===== src/rtl/flags_pkg.sv =====
// Shared types for the flags counter register file: wait FSM states and the
// saturating per-channel counter update.
package flags_pkg;

  typedef enum logic [1:0] {
    IDLE = 2'd0,
    WAIT = 2'd1,
    DONE = 2'd2
  } wait_state_t;

  typedef struct packed {
    logic [31:0] count;
    logic        overflow;
    logic        underflow;
  } count_result_t;

  // The wait consume is applied together with rtr, so a count of 1 hit by both
  // lands at -1: it clamps to 0 and reports underflow.
  function automatic count_result_t next_count(
    input logic [31:0] count,
    input logic        inc,
    input logic        dec_rtr,
    input logic        dec_wait,
    input logic [31:0] max_count
  );
    count_result_t res;
    int            sum;
    res = '0;
    sum = int'(count);
    if (inc)      sum = sum + 1;
    if (dec_rtr)  sum = sum - 1;
    if (dec_wait) sum = sum - 1;
    if (sum > int'(max_count)) begin
      res.count    = max_count;
      res.overflow = 1'b1;
    end else if (sum < 0) begin
      res.count     = '0;
      res.underflow = 1'b1;
    end else begin
      res.count = 32'(sum);
    end
    return res;
  endfunction

endpackage


===== src/rtl/flags_wait_fsm.sv =====
// Blocking-receive controller: latches the channel, stalls until it has a
// pending message, consumes it and pulses wait_done for one cycle.
module flags_wait_fsm
  import flags_pkg::*;
#(
  parameter int ADDR_WIDTH = 2
) (
  input  logic                  clk,
  input  logic                  reset,
  input  logic                  wait_request,
  input  logic [ADDR_WIDTH-1:0] wait_address,
  input  logic                  pending,
  output logic                  consume_enable,
  output logic [ADDR_WIDTH-1:0] consume_address,
  output logic                  wait_stall,
  output logic                  wait_done
);

  wait_state_t           state_reg, state_next;
  logic [ADDR_WIDTH-1:0] addr_reg, addr_next;

  always_ff @(posedge clk) begin
    if (reset) begin
      state_reg <= IDLE;
      addr_reg  <= '0;
    end else begin
      state_reg <= state_next;
      addr_reg  <= addr_next;
    end
  end

  always_comb begin
    state_next     = state_reg;
    addr_next      = addr_reg;
    consume_enable = 1'b0;
    case (state_reg)
      IDLE: begin
        if (wait_request) begin
          addr_next  = wait_address;
          state_next = WAIT;
        end
      end
      WAIT: begin
        // pending comes from registered counters, so an rx landing this
        // same edge is only seen next cycle
        if (pending) begin
          consume_enable = 1'b1;
          state_next     = DONE;
        end
      end
      DONE:    state_next = IDLE;
      default: state_next = IDLE;
    endcase
  end

  assign consume_address = addr_reg;
  assign wait_stall      = (state_reg == WAIT);
  assign wait_done       = (state_reg == DONE);

endmodule


===== src/rtl/flags_counter_register_file.sv =====
// Per-channel saturating message counters with rx increment, rtr decrement,
// a blocking-receive consumer and sticky overflow/underflow flags.
module flags_counter_register_file
  import flags_pkg::*;
#(
  parameter  int NUM_FLAGS   = 4,
  parameter  int COUNT_WIDTH = 2,
  localparam int ADDR_WIDTH  = $clog2(NUM_FLAGS)
) (
  input  logic                   clk,
  input  logic                   reset,
  input  logic                   rx_write_enable,
  input  logic [ADDR_WIDTH-1:0]  rx_address,
  input  logic                   rtr_write_enable,
  input  logic [ADDR_WIDTH-1:0]  rtr_address,
  input  logic [ADDR_WIDTH-1:0]  address_1,
  output logic                   read_data,
  input  logic [ADDR_WIDTH-1:0]  address_2,
  output logic [COUNT_WIDTH-1:0] read_count,
  output logic [NUM_FLAGS-1:0]   flags_vector,
  input  logic                   wait_request,
  input  logic [ADDR_WIDTH-1:0]  wait_address,
  output logic                   wait_stall,
  output logic                   wait_done,
  output logic                   overflow,
  output logic                   underflow
);

  localparam logic [31:0] MAX_COUNT = 32'((1 << COUNT_WIDTH) - 1);

  logic [NUM_FLAGS-1:0][COUNT_WIDTH-1:0] count_reg, count_next;
  count_result_t [NUM_FLAGS-1:0]         result;
  logic [NUM_FLAGS-1:0]                  ovf_bits, unf_bits;
  logic                                  overflow_reg, underflow_reg;
  logic                                  consume_enable, pending;
  logic [ADDR_WIDTH-1:0]                 consume_address;

  // Out-of-range addresses match no channel, so their writes drop silently
  // and a wait on them never sees a pending message.
  generate
    for (genvar gi = 0; gi < NUM_FLAGS; gi++) begin : g_chan
      logic rx_hit, rtr_hit, wait_hit;
      logic [31-COUNT_WIDTH:0] count_hi_unused;
      assign rx_hit   = rx_write_enable  && (rx_address == ADDR_WIDTH'(gi));
      assign rtr_hit  = rtr_write_enable && (rtr_address == ADDR_WIDTH'(gi));
      assign wait_hit = consume_enable   && (consume_address == ADDR_WIDTH'(gi));
      assign result[gi] = next_count(32'(count_reg[gi]), rx_hit, rtr_hit,
                                     wait_hit, MAX_COUNT);
      assign count_next[gi]   = result[gi].count[COUNT_WIDTH-1:0];
      assign count_hi_unused  = result[gi].count[31:COUNT_WIDTH];
      assign ovf_bits[gi]     = result[gi].overflow;
      assign unf_bits[gi]     = result[gi].underflow;
      assign flags_vector[gi] = (count_reg[gi] != '0);
    end
  endgenerate

  always_ff @(posedge clk) begin
    if (reset) begin
      count_reg     <= '0;
      overflow_reg  <= 1'b0;
      underflow_reg <= 1'b0;
    end else begin
      count_reg     <= count_next;
      overflow_reg  <= overflow_reg | (|ovf_bits);
      underflow_reg <= underflow_reg | (|unf_bits);
    end
  end

  always_comb begin
    read_data  = 1'b0;
    read_count = '0;
    pending    = 1'b0;
    for (int i = 0; i < NUM_FLAGS; i++) begin
      if (address_1 == ADDR_WIDTH'(i))       read_data  = flags_vector[i];
      if (address_2 == ADDR_WIDTH'(i))       read_count = count_reg[i];
      if (consume_address == ADDR_WIDTH'(i)) pending    = flags_vector[i];
    end
  end

  flags_wait_fsm #(
    .ADDR_WIDTH(ADDR_WIDTH)
  ) u_wait_fsm (
    .clk            (clk),
    .reset          (reset),
    .wait_request   (wait_request),
    .wait_address   (wait_address),
    .pending        (pending),
    .consume_enable (consume_enable),
    .consume_address(consume_address),
    .wait_stall     (wait_stall),
    .wait_done      (wait_done)
  );

  assign overflow  = overflow_reg;
  assign underflow = underflow_reg;

endmodule


===== config.mk =====
export PLATFORM = sky130hd
export DESIGN_NAME = flags_counter_register_file
export DESIGN_NICKNAME = d
export VERILOG_FILES = /design/src/rtl/flags_pkg.sv /design/src/rtl/flags_wait_fsm.sv /design/src/rtl/flags_counter_register_file.sv
export SDC_FILE = /design/constraint.sdc
export NUM_CORES = 1
export LEC_CHECK = 0
export BUFFER_PORTS_ARGS = -buffer_cell sky130_fd_sc_hd__buf_2
export CAP_MARGIN = 10
export CORE_AREA = 3 3 71 73
export DETAILED_ROUTE_END_ITERATION = 12
export DIE_AREA = 0 0 74 76
export HOLD_SLACK_MARGIN = 0.1
export MAX_ROUTING_LAYER = met4
export PLACE_DENSITY = 0.78
export SKIP_CTS_REPAIR_TIMING = 1
export SLEW_MARGIN = 5
export SYNTH_ARGS = -nofsm -noshare
export SYNTH_HDL_FRONTEND = slang
export SYNTH_SLANG_ARGS = --single-unit

===== constraint.sdc =====
create_clock -name clk -period 6.7 [get_ports clk]
set_input_delay 0 -clock clk [delete_from_list [all_inputs] [get_ports clk]]
set_output_delay 0 -clock clk [all_outputs]
set_load 0.01 [all_outputs]

---- Word level (Yosys, flattened, before mapping) ----
Index checks and enable logic that the tools add are counted.
storage, ports and cells
  flip-flop bits (word level) ............. 14
  latch bits .............................. 0
  memory bits (writable) .................. 0
  memory bits (read-only) ................. 0
  input port bits ......................... 15
  output and inout bits ................... 11
  logic and storage cells ................. 124
  memories ................................ 0
operators by class
  $add $sub $neg .......................... 12
  multiply operators ...................... 0
  divide/modulo/power cells ............... 0
  order comparisons ....................... 8
  eq/ne operators ......................... 19
  shift operators ......................... 0
  multiplexer cells ....................... 49
  bitwise logic cells ..................... 2
  reduce and logical (&&, ||, !) cells .... 26
operators by type and width
  operator                                                               count
  32-bit 2-to-1 mux                                                      8
  32-bit by 2-bit subtractor with 32-bit output, second input constant   8
  32-bit by 3-bit > comparator with 1-bit output, second input constant  4
  32-bit by 1-bit < comparator with 1-bit output, second input constant  4
  2-bit 2-to-1 mux                                                       14
  2-bit equality test, second input constant                             11
  1-bit 2-to-1 mux                                                       22
  2-bit by 1-bit adder with 3-bit output, second input constant          4
  2-bit by 1-bit equality test with 1-bit output, second input constant  6
  1-bit logical AND                                                      12
  2-bit logical NOT                                                      6
  3-bit 2-to-1 mux                                                       4
  2-bit nonzero test                                                     4
  4-bit OR reduction                                                     2
  2-bit case mux with 2 select lines                                     1
  2-bit AND reduction                                                    2
  2-bit by 1-bit != test with 1-bit output, second input constant        1
  2-bit != test, second input constant                                   1
  1-bit OR                                                               2

---- Logic depth before layout (Yosys ltp) ----
  word-level depth ........................ 14
  gate-level depth with buffers ........... 13
  mapped depth without buffers ............ 13

---- By module ----
A second synthesis with hierarchy kept.
unflattened totals
  cells, all modules ...................... 267
  area, all modules ....................... 2204.6 um^2
by module, submodules not included
  module                       instances  cells each  area each (um^2)  sequential area each (um^2)
  flags_counter_register_file  1          249         2015.7            200.2
  flags_wait_fsm               1          18          188.9             80.1

---- Worst setup path after synthesis ----
OpenSTA, ideal clock, no wires.
  path kind ............................... register to register
  start ................................... register count_reg[0] in the netlist's numbering
  end ..................................... register count_reg[0] in the netlist's numbering
  library setup time ...................... 115 ps
  data arrival time ....................... 2489 ps
  data required time ...................... 6585 ps
  path slack .............................. 4096 ps
  cell stages (with the launch flop) ...... 14
  buffers on the path ..................... 0
  clock period less this slack ............ 2604 ps
  path through ............................ dfxtp_1 inv_2 ha_1 inv_1 nand3_1 o31ai_1 ha_1 nor2b_1 mux4_2 a31oi_1 o22ai_1 o21ai_1 nand2_1 o21a_1
between the ends
  cells in the longest elaborated chain, start to end .. 12
ends and longest elaborated chain
  what                                                                                   line                               source
  start: declaration                                                                     flags_counter_register_file.sv:31  logic [NUM_FLAGS-1:0][COUNT_WIDTH-1:0] count_reg, count_next;
  start signal: assignment                                                               flags_counter_register_file.sv:63  count_reg <= count_next;
  branches (longest 8 deep; another with 32-bit by 2-bit subtractor with 32-bit output)  --
  32-bit 2-to-1 mux (*)                                                                  flags_pkg.sv:32                    if (dec_wait) sum = sum - 1;
  32-bit by 1-bit < comparator with 1-bit output                                         flags_pkg.sv:36                    end else if (sum < 0) begin
  2-bit 2-to-1 mux                                                                       flags_pkg.sv:36
  2-bit 2-to-1 mux (*)                                                                   flags_pkg.sv:33                    if (sum > int'(max_count)) begin
Every way passes the cells marked *.
A chain may end at the register's enable or synchronous reset.

---- Worst setup path in the final report ----
  start ................................... register count_reg[2] in the netlist's numbering
  end ..................................... register overflow_reg, in the netlist overflow
between the ends
  cells in the longest elaborated chain, start to end .. 12
ends and longest elaborated chain
  what                                                                                    line                               source
  branches (longest 10 deep; another with 32-bit by 2-bit subtractor with 32-bit output)  --
  4-bit OR reduction (*)                                                                  flags_counter_register_file.sv:64  overflow_reg <= overflow_reg | (|ovf_bits);
  1-bit OR (*)                                                                            flags_counter_register_file.sv:64
  end signal: assignment                                                                  flags_counter_register_file.sv:64
  end: declaration                                                                        flags_counter_register_file.sv:34  logic overflow_reg, underflow_reg;
Marks and branches as above.

==> metrics.txt <==
WL final=roughly 5300 um; max_slew headroom=between 40% and 50%; Sink Count=14; Core Area=approximately 4400 um2; Leakage=~1.0 nW; asr flop ratio synth=0%; end of the worst hold path=u_wait_fsm.consume_address[1]$_SDFFE_PP0P_; number of global-route vias before repair=approximately 1900; area fraction of the dominant cell type after synthesis=12.7%; area taken by multi-input logic gates=about 1800 um2; CTS clock-pin slew for the worst setup and hold paths=about 60 ps; setup violators final=0; Worst Tran Pin Value=~770 ps; EDFF count, synth=0; instance count of the mapped netlist=270; final hold viol count=0; Synth Area per Inst=8.19 um2; total grt overflow=0; Yosys cell types=67; Setup TNS=0 ps; die area=between 5000 and 6000 um2; antenna-violating nets left=0; non-filler instance count after layout=between 300 and 400; critical path's slowest cell=dfxtp_1; Levels on crit path=12; CP Max Fanout=8; Die Wd=between 70 and 80 um; via count=2111; share of layout cells above drive strength 1=roughly a fifth; crit-path cells=inv_1 > ha_1 > and4bb_2 > a21o_1 > ha_1 > nand4b_1 > o21ai_0 > o221ai_2 > nor2_1 > a211oi_2 > nand2_1 > o2111ai_1; WP data required=roughly 6800 ps; final period utilization=45.0%; PD cells=264 nW/um2; r2r worst-path depth=12; root buf cell=clkbuf_8; status=completed; Synth Warn #=0; Placement Rows=24; drt first pass iters=4; R2R Path End=overflow$_SDFF_PP0_; achievable frequency=approximately 330 MHz; antenna violations before repair=0; Worst VDD drop=approximately 0.10 mV; Final Max Slew Viols=0; Num CTS Buffers=3; Residual DRC=0; CP dominant cell by count=ha_1; arrival time at the worst endpoint=~3100 ps; die height=76 um; Mapped Nets=between 300 and 400; clk_lat worst skew=240 ps; Inst Count DP=334; Buf/Inv on CP=1; PortBufs=25; fillcell total=approximately 410; CTS tree=built; initial core utilization=about half; Post-synth top flop=dfxtp_1; pin count of the biggest net entering global routing=14; wire length per cell=roughly 16 um; CP Capture Type=register; clock buffer depth=2; cell family with most CP delay=compound AO/OA/AOI/OAI gates; HP Start=reset; crit-path max cell delay=480 ps; DP Wirelength=4140 um; register area=~280 um2; Tot GR Track Use=19.8%; post-route clock skew=3.05 ps; 1st-iter DRT viols=roughly 140; max cap viols=0; synthesis-to-layout area growth=8.37%; # H-tree levels=1; RSZ-0062 raised after global routing=no; diodes inserted=0; RR Startpoint=count_reg[2]$_SDFF_PP0_; Yosys top cell by area=dfxtp_1; synthesized flop and latch total=14; Vias/cell=between 6 and 7; FF-to-FF setup slack=between 3000 and 4000 ps; first-pass GRT wire length=8960 um; Netlist Area Pre-Place=2210 um2; synth top area cells=dfxtp_1 13%, ha_1 11%, xnor2_1 5.5%; max reg flops=8; Hold Path Class=primary input to register; startpoint types=register; I/O pin count=26; worst hold stages=2; register area share after synthesis=roughly an eighth; fin nets=approximately 330; CP Class=register to register; Tmin final=about 3000 ps; RePlAce Congestion=slightly below 0.9
cell usage after synthesis, types with 3 or more instances:
cell and count:
inv_1 20, nand4b_1 4, nand2_1 19, a31oi_1 7
mux2i_1 9, xnor2_1 14, o21ai_0 15, buf_4 6
xor2_1 3, mux4_2 5, and3_1 3, nor2b_1 3
dfxtp_1 14, nand2b_1 5, nor2_1 20, nand4_1 3
a21oi_1 11, and3b_1 4, nand3_1 7, a311oi_1 3
o21a_1 6, ha_1 20, o31ai_1 3, nor3_1 6
kinds of logic after synthesis:
logic type	after synthesis	synth area share, %
and+or+nand+nor	103	30.4
AOI/OAI and AO/OA	66	21.1
buffers and inverters	34	7.64
adders and majority gates	20	11.3
xor gates and xnor gates	17	6.73
muxes	16	10.2
DFF	14	12.7
final cells by class:
| cell class | instances | area share (%) |
|---|---|---|
| clock buffer | 4 | 2.30 |
| inverter | 21 | 3.29 |
| multi-input combinational | 222 | 73.5 |
| sequential | 14 | 11.7 |
| tap | 52 | 2.71 |
| timing repair buffer | 28 | 6.47 |
metrics by stage:
stage | instance area, um2 | util [%] | hold slack, ps | power (W) | setup WS [ps]
after floorplan | 2210 | - | 147 | 0.000448 | 4100
final | 2400 | 54.3 | 79.9 | 0.000632 | 3680
after detailed placement | 2310 | 52.4 | 254 | 0.000543 | 3710
after global routing | 2400 | 54.3 | 120 | 0.000688 | 3340
after CTS | 2370 | 53.6 | 5.89 | 0.000627 | 3690
after global placement | 2310 | 52.4 | 240 | 0.000532 | 3740
power breakdown:
group / internal, W / switching, W / leakage (nW)
registers: 0.000104 / 0.0000321 / 0.116
logic: 0.000187 / 0.000227 / 0.856
clock network: 0.0000520 / 0.0000295 / 0.0288
cells in the final DEF (no fill, tap or decap), drive strengths merged, types with 4 or more instances in the layout:
cell type / n
buf: 25
inv: 21
nor2: 20
ha: 20
nand2: 19
o21ai: 16
xnor2: 14
dfxtp: 14
a21oi: 12
mux2i: 9
nand3: 8
nor3: 8
a31oi: 7
o21a: 6
nand2b: 6
mux4: 5
and3b: 5
nand4b: 4
clkbuf: 4
and3: 4
nor3b: 4
nand3b: 4
worst max-delay path by stage:
stage                                        from                      end  slack (ps)
after floorplan           count_reg[0]$_SDFF_PP0_  count_reg[0]$_SDFF_PP0_        4100
after CTS                 count_reg[2]$_SDFF_PP0_      overflow$_SDFF_PP0_        3690
after detailed placement  count_reg[2]$_SDFF_PP0_      overflow$_SDFF_PP0_        3710
final                     count_reg[2]$_SDFF_PP0_      overflow$_SDFF_PP0_        3680
after global placement    count_reg[6]$_SDFF_PP0_      overflow$_SDFF_PP0_        3740
after global routing      count_reg[4]$_SDFF_PP0_     underflow$_SDFF_PP0_        3340
per-layer routing:
metal  routed length, um  share of wire (%)  global-route usage (%)  vias up
met5                   0                  0                       -        -
met4                  31               0.58                    4.17        0
met3                 278                5.2                    2.51        4
met2                2510                 47                    30.6       68
met1                2500                 47                    27.5      998
li1                    -                  -                       -     1041
worst reg2reg max path, stage by stage, from the launching register on:
cell,delay (ps)
dfxtp_1,480
inv_1,170
ha_1,320
and4bb_2,260
a21o_1,200
ha_1,320
nand4b_1,200
o21ai_0,260
o221ai_2,150
nor2_1,210
a211oi_2,120
nand2_1,120
o2111ai_1,110
No activity file was read; power rests on OpenSTA's default activity.
